$ cat src/rtl/link_pkg.sv
// Shared link-layer types and CRC-32 constants used by the receive-side checkers.
package link_pkg;

   // OVERSIZE and ABORT share one code because the result field is only two bits wide
   typedef enum logic [1:0] {
      CAUSE_NONE              = 2'd0,
      CAUSE_CRC               = 2'd1,
      CAUSE_RUNT              = 2'd2,
      CAUSE_ABORT_OR_OVERSIZE = 2'd3
   } fail_cause_e;

   localparam logic [31:0] CRC32_POLY    = 32'hEDB8_8320;
   localparam logic [31:0] CRC32_INIT    = 32'hFFFF_FFFF;
   localparam logic [31:0] CRC32_RESIDUE = 32'hDEBB_20E3;

endpackage

$ cat src/rtl/crc32_byte_step.sv
// One byte of reflected CRC-32, LSB first, as a purely combinational step.
module crc32_byte_step
   import link_pkg::*;
(
   input  logic [31:0] crc_in,
   input  logic [7:0]  in_byte,
   output logic [31:0] crc_out
);

   logic [31:0] crc_work;

   always_comb begin
      crc_work = crc_in;
      for (int i = 0; i < 8; i++) begin
         if (crc_work[0] ^ in_byte[i]) begin
            crc_work = (crc_work >> 1) ^ CRC32_POLY;
         end else begin
            crc_work = crc_work >> 1;
         end
      end
      crc_out = crc_work;
   end

endmodule

$ cat config.mk
export PLATFORM = sky130hd
export DESIGN_NAME = crc32_byte_step
export DESIGN_NICKNAME = d
export VERILOG_FILES = /design/src/rtl/link_pkg.sv /design/src/rtl/crc32_byte_step.sv
export SDC_FILE = /design/constraint.sdc
export NUM_CORES = 1
export LEC_CHECK = 0
export ABC_AREA = 1
export CAP_MARGIN = 10
export CORE_ASPECT_RATIO = 0.75
export CORE_MARGIN = 2
export CORE_UTILIZATION = 40
export DETAILED_ROUTE_END_ITERATION = 16
export PLACE_DENSITY = 0.83
export SKIP_LAST_GASP = 1
export SYNTH_ARGS = -nofsm -noshare
export SYNTH_HDL_FRONTEND = slang
export SYNTH_SLANG_ARGS = --single-unit
$ cat constraint.sdc
create_clock -name vclk -period 1.89
set_input_delay 0.378 -clock vclk [all_inputs]
set_output_delay 0.378 -clock vclk [all_outputs]
set_load 0.02 [all_outputs]
==> qor.json <==
{
  "layout.cells.non_filler": 338,
  "synth_cell_type_count": 16,
  "worst-endpoint-arrival_ns": 1.62,
  "seq_cells": 0,
  "routed.top_layer": "met4",
  "finalCriticalPeriod_ns": 2.00,
  "fp.dieArea_um2": 3550,
  "synth_area_leader_cell": "sky130_fd_sc_hd__xor2_1",
  "internal_power_w": 0.000666,
  "critical_path.max_stage_delay_ns": 0.26,
  "outcome": "complete, but fails checks",
  "synthDominantCellAreaShare": 0.284,
  "power.static_leakage_nw": 1.44,
  "report.final.hold_viol_count": 0,
  "multi_input_comb_area_um2": 1560,
  "m1WireLength_um": 2290,
  "power_switching_share": 0.567,
  "drt-total-wl_um": 6250,
  "tns_ns": -0.730,
  "ys.warnings.count": 0,
  "setup_viol": 14,
  "hpwl_um": 2900,
  "slew_headroom": 0.819,
  "vias": 1711,
  "die_y_um": 52.1,
  "achievable-frequency_ghz": 0.501,
  "drt-initial-drc-count": 69,
  "synthesis.area_um2": 1230,
  "post_synth.cell_area_avg_um2": 6.33,
  "die_width_um": 68.1,
  "clkbuf_count": 0,
  "place_inst": 328,
  "worst-setup-path-type": "input port to output pin",
  "routed_wire_length_per_instance_um": 18.5,
  "largest_net_degree_at_the_start_of_global_routing": 9,
  "cp-start-kind": "input port",
  "sequential_cell_area_um2": 0,
  "place.port_buffers": 72,
  "p_switching_w": 0.000874,
  "start_util": 0.420,
  "commonest_non_fill_non_tap_cell_in_the_layout": "sky130_fd_sc_hd__buf_4",
  "diodes": 0,
  "routed-wl-met2_um": 3270,
  "cp.buffers_inverters": 5,
  "count_of_hold_fix_buffers_inserted_at_cts": 0,
  "ir_worst_vdd_uv": 320,
  "drt.antenna.violating_nets": 0,
  "finalCritPeriodShare": 1.06,
  "cp_cell_sequence": "buf_2 -> inv_2 -> nand2_2 -> nand2_4 -> xnor2_4 -> buf_12 -> xor2_4 -> inv_2 -> nand2_1 -> nand2_1 -> buf_6",
  "area_growth_pct": 120,
  "antenna_violations_before_repair": 0,
  "failing_checks": "setup timing",
  "core_region_area_um2": 2940,
  "global_route_wire_length_before_repair_um": 7210,
  "cap_violations": 0,
  "timing.critical_path.max_delay_family": "buffers and inverters",
  "globalRouteTotalUtil": 0.264,
  "crit_path_top_delay_cell": "sky130_fd_sc_hd__xnor2_4",
  "i_o_pins": 72,
  "cellPowerDensity_nw_per_um2": 567,
  "n_fill_cell": 109,
  "first_pass_iters": 4,
  "vias_per_cell": 5.06,
  "via_count_of_the_first_global_routing_pass": 1619,
  "total_count_of_max_transition_violations_in_the_final_report": 0,
  "fin_hold_ws_ns": 1.39,
  "layout_nets": 342,
  "post_route_cells_drive_above_1_share": 0.627,
  "grt-ovfl-total": 0,
  "comb_power_share": 1.000,
  "worst_hold_path_type": "input port to output pin",
  "finish.instance_area_um2": 2720,
  "placed_area_um2": 2210,
  "placementRows": 17,
  "cp_max_fo": 4,
  "power.clock.fraction": 0,
  "layout_setup_ws_ns": -0.107,
  "setup_repair_after_global_routing_missed_its_margin": "yes",
  "final_cell_mix": "sky130_fd_sc_hd__buf_4, sky130_fd_sc_hd__nand2_2, sky130_fd_sc_hd__xor2_1",
  "cp.required_ns": 1.51,
  "fin_total_pwr_w": 0.00154,
  "cp-end-kind": "output pin",
  "gp_routability_congestion": 0.755,
  "met3RoutedLength_um": 410,
  "syn-num-nets": 235,
  "post-route-drc-count": 0,
  "synth_top_cells_by_area": "sky130_fd_sc_hd__xor2_1, sky130_fd_sc_hd__nand2_1, sky130_fd_sc_hd__nand2_2",
  "worst_slew_pin_slew_ns": 0.272,
  "power.share.sequential": 0,
  "synth-seq-area-share": 0,
  "syn-instance-count": 195
}
[per-stage QoR]
stage          setup slack (ns)   util
6_report                 -0.107  0.925
3_5_place_dp             -0.908  0.754
2_1_floorplan           0.00170      -
3_3_place_gp             -0.865  0.754
5_1_grt                  -0.201  0.925
4_1_cts                 0.00121  0.804
[synthesized netlist by cell type, types with 2 or more instances]
library cell,n
sky130_fd_sc_hd__inv_1,31
sky130_fd_sc_hd__inv_2,3
sky130_fd_sc_hd__nand2_1,62
sky130_fd_sc_hd__nand2_2,22
sky130_fd_sc_hd__nand2_4,9
sky130_fd_sc_hd__nand3_1,9
sky130_fd_sc_hd__xnor2_1,10
sky130_fd_sc_hd__xor2_1,40
sky130_fd_sc_hd__xor2_2,2
[path summary, 6_finish.rpt]
| path | from | to | slack (ns) | depth (start not counted) |
|---|---|---|---|---|
| setup / recovery | crc_in[4] | crc_out[17] | -0.11 | 11 |
| hold / removal | in_byte[0] | crc_out[12] | 1.39 | 6 |
[metal layers]
metal	vias to the layer above	track usage
met3	26	0.0173
met4	0	0.0400
met1	809	0.318
met5	-	0
met2	105	0.513
li1	771	-
[cell families (layout without fill, tap and decap cells)]
logic type                Yosys count  count (layout)  synth area share
buffers and inverters              34             139             0.103
and+or+nand+nor                   107             107             0.471
xor gates and xnor gates           54              54             0.426
[final cells by class]
cell class | instances | share of cell area
inverters | 34 | 0.0544
well taps | 38 | 0.0175
multi-input cells | 161 | 0.575
repair buffers | 105 | 0.353
[power groups by stage]
stage / Clock [W] / Sequential [W] / Combinational (W)
floorplan: 0 / 0 / 0.000684
global placement: 0 / 0 / 0.00125
detailed placement: 0 / 0 / 0.00127
CTS: 0 / 0 / 0.00129
global route: 0 / 0 / 0.00161
finish: 0 / 0 / 0.00154
[what timing repair did]
action / in CTS / in global routing
pin swaps: 52 / 47
hold endpoints to repair: 0 / 0
setup endpoints to repair: 32 / 22
resized for setup: 262 / 81
setup buffers: 7 / 4
Power figures use the tool's default switching activity.
